### src/rtl/io_input_conditioner.sv
// Synchronizes and debounces raw board switches and push-buttons into clean levels for the core.
// Optional macro IO_BTN_EVENT_EN adds registered one-cycle button press pulses on o_btn_press.
module io_input_conditioner #(
   parameter int unsigned NUM_SW          = 18,
   parameter int unsigned DEBOUNCE_CYCLES = 1000,
   parameter bit          BTN_ACTIVE_LOW  = 1'b1
) (
   input  logic        i_clk,
   input  logic        i_rst_n,
   input  logic [31:0] i_sw_raw,
   input  logic [3:0]  i_btn_raw,
   output logic [31:0] o_io_sw,
   output logic [3:0]  o_io_btn,
   output logic [3:0]  o_btn_press
);

   localparam int unsigned NB = NUM_SW + 4;
   localparam int unsigned CW = $clog2(DEBOUNCE_CYCLES + 1);
   localparam logic [CW-1:0] CNT_LAST = CW'(DEBOUNCE_CYCLES - 1);
   // Buttons idle at their released raw level, switches idle at 0.
   localparam logic [NB-1:0] RST_LVL = {{4{BTN_ACTIVE_LOW}}, {NUM_SW{1'b0}}};

   logic [NB-1:0] raw;
   logic [NB-1:0] s1_q;
   logic [NB-1:0] s2_q;
   logic [NB-1:0] st_q;
   logic [NB-1:0] st_d;
   logic [CW-1:0] cnt_q [NB];
   logic [CW-1:0] cnt_d [NB];
   logic [3:0]    st_btn;
   logic          unused_sw_raw;

   assign raw           = {i_btn_raw, i_sw_raw[NUM_SW-1:0]};
   assign unused_sw_raw = ^i_sw_raw;

   // A bit only moves once it has disagreed with st for DEBOUNCE_CYCLES consecutive cycles.
   always_comb begin
      st_d = st_q;
      for (int i = 0; i < int'(NB); i++) begin
         cnt_d[i] = '0;
         if (s2_q[i] != st_q[i]) begin
            if (cnt_q[i] == CNT_LAST) begin
               st_d[i] = s2_q[i];
            end else begin
               cnt_d[i] = cnt_q[i] + CW'(1);
            end
         end
      end
   end

   always_ff @(posedge i_clk) begin
      if (!i_rst_n) begin
         s1_q <= RST_LVL;
         s2_q <= RST_LVL;
         st_q <= RST_LVL;
         for (int i = 0; i < int'(NB); i++) begin
            cnt_q[i] <= '0;
         end
      end else begin
         s1_q <= raw;
         s2_q <= s1_q;
         st_q <= st_d;
         for (int i = 0; i < int'(NB); i++) begin
            cnt_q[i] <= cnt_d[i];
         end
      end
   end

   assign st_btn = st_q[NB-1 -: 4];

   always_comb begin
      o_io_sw             = '0;
      o_io_sw[NUM_SW-1:0] = st_q[NUM_SW-1:0];
      o_io_btn            = BTN_ACTIVE_LOW ? ~st_btn : st_btn;
   end

`ifdef IO_BTN_EVENT_EN
   logic [3:0] btn_prev_q;
   logic [3:0] press_q;

   always_ff @(posedge i_clk) begin
      if (!i_rst_n) begin
         btn_prev_q <= 4'b0;
         press_q    <= 4'b0;
      end else begin
         btn_prev_q <= o_io_btn;
         press_q    <= o_io_btn & ~btn_prev_q;
      end
   end

   assign o_btn_press = press_q;
`else
   assign o_btn_press = 4'b0;
`endif

endmodule

### config.mk
export PLATFORM = sky130hd
export DESIGN_NAME = io_input_conditioner
export DESIGN_NICKNAME = d
export VERILOG_FILES = /design/src/rtl/io_input_conditioner.sv
export SDC_FILE = /design/constraint.sdc
export NUM_CORES = 1
export LEC_CHECK = 0
export BUFFER_PORTS_ARGS = -buffer_cell sky130_fd_sc_hd__buf_2
export CORE_ASPECT_RATIO = 0.8
export CORE_MARGIN = 2
export CORE_UTILIZATION = 54
export DETAILED_ROUTE_END_ITERATION = 7
export PLACE_DENSITY = 0.72
export SYNTH_ARGS = -nofsm -noshare
export SYNTH_HDL_FRONTEND = slang
export SYNTH_SLANG_ARGS = --single-unit
### constraint.sdc
create_clock -name i_clk -period 4.8 [get_ports i_clk]
set_clock_uncertainty 0.05 [all_clocks]
set_input_delay 0.96 -clock i_clk [delete_from_list [all_inputs] [get_ports i_clk]]
set_output_delay 0.96 -clock i_clk [all_outputs]
set_load 0.1 [all_outputs]
# Word-level counts from Yosys, hierarchy flattened

Memories as Yosys holds them, arrays and structs flattened.
Cells that the tools add are included.

Divide/modulo/power cells: 0
Reduce and logical (&&, ||, !) cells: 22
Equal/unequal tests: 44
Shifts and indexed selects: 0
Magnitude comparators: 0
Add/sub/neg operators: 22
Mux-type cells: 68
Bitwise operators: 23
Multiply operators: 0

Operator list:

| operator                | count |
|---|---|
| $mux W10                | 66 |
| $add A10 B1 Y10 const B | 22 |
| $eq A10 B10 Y1 const B  | 22 |
| $reduce_and A2 Y1       | 22 |
| $ne A1 B1 Y1            | 22 |
| $or A1 B1 Y1            | 22 |
| $not A4 Y4              | 1 |
| $mux W1                 | 2 |

Memory bits (writable): 220
Bits in read-only memories: 0
Word-level logic and storage cells: 204
Flip-flop bits (word level): 66
Memories kept: 1
Latch bits: 0
Input bits: 38

Memory list:

| memory | words | bits a word | rd ports | clocked after memory_dff | wr ports | RTL line | RTL |
|---|---|---|---|---|---|---|---|
| cnt_q  | 22    | 10          | 22       | 0                        | 22       | 28       | `logic [CW-1:0] cnt_q [NB];` |

# Depth between registers and ports, before layout

An unclocked memory read counts as a cell.

Word-level depth: 5
Depth in mapped cells: 6
Mapped depth without buffers: 5

# Least setup slack after synthesis

OpenSTA, ideal clock, no wires.

Path kind: input -> register
From: in i_rst_n
To: mem cnt_q[0][13] (netlist name)
Path slack: 2.770 ns
Stages: 5
Library setup time: 0.066 ns
Arrival time: 1.914 ns
Cell sequence: clkbuf_2 clkbuf_1 clkbuf_1 nand3_1 nor2_1

RTL lines:

| item            | RTL line | RTL |
|---|---|---|
| start, declared | 9        | `input logic i_rst_n,` |
| end, declared   | 28       |  |

# Worst setup path after layout

From: reg st_q[14]
To: out o_io_sw[14]

RTL lines:

| item                   | RTL line | RTL |
|---|---|---|
| start, declared        | 26       | `logic [NB-1:0] st_q;` |
| start signal, assigned | 62       | `st_q <= st_d;` |
| end, declared          | 12       | `output logic [31:0] o_io_sw,` |

No word-level cell between the ends.

==> metrics.md <==
| Metric | Value |
|---|---|
| Status | finished clean |
| Largest family of logic cells by synthesized area | simple AND/OR/NAND/NOR gates |
| Post-Syn Area | 12000 um2 |
| Synth Area in Compound Gates | 0.0802 |
| Hold_sp | s1_q[20]$_SDFF_PN1_ |
| Overall routing resource usage | 0.173 |
| Sequential Power Share | 0.517 |
| Post-DP Area | 12300 um2 |
| Hold Crit Depth | 1 |
| Hold buffer count at CTS | 0 |
| Final ANT Viol Nets | 0 |
| CP top delay family | buffers and inverters |
| Tcrit/Tclk final | 0.498 |
| Worst reg2reg setup slack | 2870 ps |
| Clk pin slew, worst setup/hold paths | 60 ps |
| R2r worst-path depth | 5 |
| Max Cap Viol | 0 |
| TritonCTS clock tree | done |
| Area leader, netlist | dfxtp_1 |
| First-pass GRT wire length | 34.8 mm |
| CTS sink cnt | 286 |
| Dpl ws | 2270 ps |
| Initial DRC count | 614 |
| CP Max Fanout | 3 |
| Critical path buffers and inverters | 1 |
| Slew Limit Headroom | 0.544 |
| Mux cell area share after synthesis | 0.0109 |
| DIE WIDTH | 171 um |
| Total number of vias | 8949 |
| Worst R2R End | cnt_q[1][45]$_SDFF_PP0_ |
| Sw frac | 0.213 |
| Pre-Repair DR Iteration Count | 6 |
| Met3 wire len | 961 um |
| Ys async rst share | 0 |
| Critical Path Max Stage Delay | 460 ps |
| Total inserted antenna cells | 0 |
| Synth top area cells | dfxtp_1, nor2_1, xor2_1 |
| Number of enable flip-flop cells after synthesis | 0 |
| Pin count of the biggest net entering global routing | 72 |
| Top routing layer in use | met4 |
| Vias in the first global route | 7851 |
| Final core occ | 0.611 |
| Syn Inst Count | 1356 |
| Vias per inst | 5.19 |
| Ys Warns | 0 |
| RSZ-0062 raised after global routing | false |
| Routed wire length | 20.4 mm |
| Clock Latency Late Sink | 530 ps |
| VDD IR max | 0.301 mV |
| DR WL met2 | 8.61 mm |
| CP Class | reg2out |
| Count of cell types in the netlist | 49 |
| Worst path cell trace | buf_2 |
| Post-CTS Setup Repair Bufs | 0 |
| H-tree level count | 1 |
| Synth top area share | 0.478 |
| Simple-gate share of the synthesized area | 0.260 |
| Fill count | 1889 |
| Leak | 4.70 nW |
| Post-route setup slack | 2410 ps |
| Residual DRC | 0 |
| Synth-to-layout area growth | 10.6% |
| Slew @ Worst Pin | 685 ps |
| Crit path DAT | 1380 ps |
| Die Height | 137 um |
| Met1 WL | 10.5 mm |
| HPWL Detailed | 13.9 mm |
| Synth Area in Adders | 0.0240 |
| Port Buf Inserts | 45 |
| Register bit total from synthesis | 286 |
| Part of the power in combinational logic | 0.028 |
| Critical path's slowest cell | buf_2 |
| Cell Pwr Density | 352 nW/um2 |
| Main synth FF type | dfxtp_1 |
| CP startpoint kind | flop |
| Final hold viol count | 0 |
| Initial Util | 0.552 |
| XOR/XNOR Fraction of Synth Area | 0.102 |
| Max Transition Viols Final | 0 |
| Total congestion overflow | 0 |
| Layout cells sized above 1 | 0.0801 |
| I/O pin count | 78 |
| Post-cts resize count | 0 |
| Post-route setup TNS | 0 ps |
| Clock Path Buffers | 3 |
| Nets | 1463 |
| WP data required | 3790 ps |
| CP endpoint kind | output port |
| Int Power | 3.66 mW |
| CTS Buf Count | 29 |
| Worst Hold Class | reg2reg |
| DR WL/cell | 11.8 um |
| Row Count | 48 |
| Fmax | 418 MHz |
| Post-synthesis sequential area ratio | 0.478 |
| Clock share of power | 0.455 |
| Root Driver | clkbuf_16 |
| Final Cell Area | 13200 um2 |
| Antenna violations before repair | 0 |
| Synth Area per Inst | 8.83 um2 |
| Reg2reg start | cnt_q[1][40]$_SDFF_PP0_ |
| Final Critical Period | 2390 ps |
| Final setup violating endpoints | 0 |
| Die Area | 23400 um2 |
| P_sw | 992 uW |
| Core Footprint | 21700 um2 |
| Hold Crit Endpoint | s2_q[20]$_SDFF_PN1_ |
| Placer Congestion | 0.844 |
registers in the layout, indices dropped and copies added, names as in the netlist:
signal	flops
s2_q	22
cnt_q	220
s1_q	22
st_q	22
metrics by stage:
step | hold slack (ps) | cells | power (mW)
final | 355 | 1724 | 4.65
after global routing | 366 | 1724 | 4.83
after CTS | 359 | 1724 | 4.71
after detailed placement | 344 | 1671 | 2.59
after global placement | 338 | 1671 | 2.59
after floorplan | 336 | 1373 | 2.58
how the worst max path moves through the flow:
stage | cells after the start | end | slack, ps | from
after global routing | 1 | o_io_sw[9] | 2360 | st_q[9]$_SDFFE_PN0P_
after floorplan | 5 | cnt_q[0][13]$_SDFF_PP0_ | 2770 | i_rst_n
after detailed placement | 5 | cnt_q[1][56]$_SDFF_PP0_ | 2270 | i_rst_n
final | 1 | o_io_sw[14] | 2410 | st_q[14]$_SDFFE_PN0P_
after global placement | 5 | cnt_q[2][35]$_SDFF_PP0_ | 2300 | i_rst_n
after CTS | 1 | o_io_sw[14] | 2380 | st_q[14]$_SDFFE_PN0P_
routing by layer:
layer  up-vias  GRT usage
met1      4056      0.254
li1       4698          -
met5         -          0
met4         0     0.0427
met2       167      0.265
met3        28     0.0296
cells by family (layout without fill, tap and decap cells):
kind of cell    count (synthesis)  in the layout
simple gates                  639            639
flops                         286            286
compound gates                149            149
xor+xnor                      139            139
buf+inv                       106            157
fa+ha+maj                      23             23
mux                            13             13
other cells                     1             18
synthesized netlist by cell type, types with 5 or more instances:
cell type and number:
and4_1 14, or3_1 12, nand3_1 93, xor2_1 71, buf_4 36, xnor2_1 68, inv_1 56, mux2i_1 13
nor3_1 26, ha_1 23, and2_1 56, and3_1 31, a31oi_1 17, a311oi_1 9, o211ai_1 8, nor2_1 229
a21oi_1 57, nor4_1 5, nand4_1 44, dfxtp_1 286, o221a_2 15, nand3b_1 6, nand2b_1 16, o21ai_0 27
nand2_1 91, clkbuf_1 10
layout by cell type, fill, tap and decap left out, types with 5 or more instances in the layout:
master,Yosys,layout
dfxtp_1,286,286
o221a_2,15,15
clkbuf_1,10,8
nor2_1,229,229
or3_1,12,12
a31oi_1,17,17
nand2b_1,16,16
nand3b_1,6,6
ha_1,23,23
o21ai_0,27,27
nand2_1,91,91
and3_1,31,31
inv_1,56,56
clkinv_2,0,10
nor4_1,5,5
and4_1,14,14
xor2_1,71,71
a21oi_1,57,57
conb_1,1,18
a311oi_1,9,9
buf_2,2,44
xnor2_1,68,68
nor3_1,26,26
clkbuf_8,0,5
mux2i_1,13,13
and2_1,56,56
clkbuf_16,0,29
nand3_1,93,93
nand4_1,44,44
o211ai_1,8,8
power by group through the flow:
| stage | clock (mW) | sequential (mW) | combinational, mW |
|---|---|---|---|
| 4_1_cts | 2.17 | 2.41 | 0.131 |
| 5_1_grt | 2.27 | 2.41 | 0.141 |
| 3_5_place_dp | 0 | 2.46 | 0.131 |
| 6_report | 2.12 | 2.41 | 0.130 |
| 3_3_place_gp | 0 | 2.46 | 0.130 |
| 2_1_floorplan | 0 | 2.46 | 0.118 |
layout make-up:
cell class,count,area (um2),area share
inverter,57,214,0.0162
timing repair buffer,47,243,0.0183
clock inverter,11,80.1,0.00605
clock buffer,42,825,0.0623
multi-input combinational,981,5780,0.436
tap,300,375,0.0283
sequential,286,5730,0.432
Note: power is estimated with default switching activity, not from simulation.
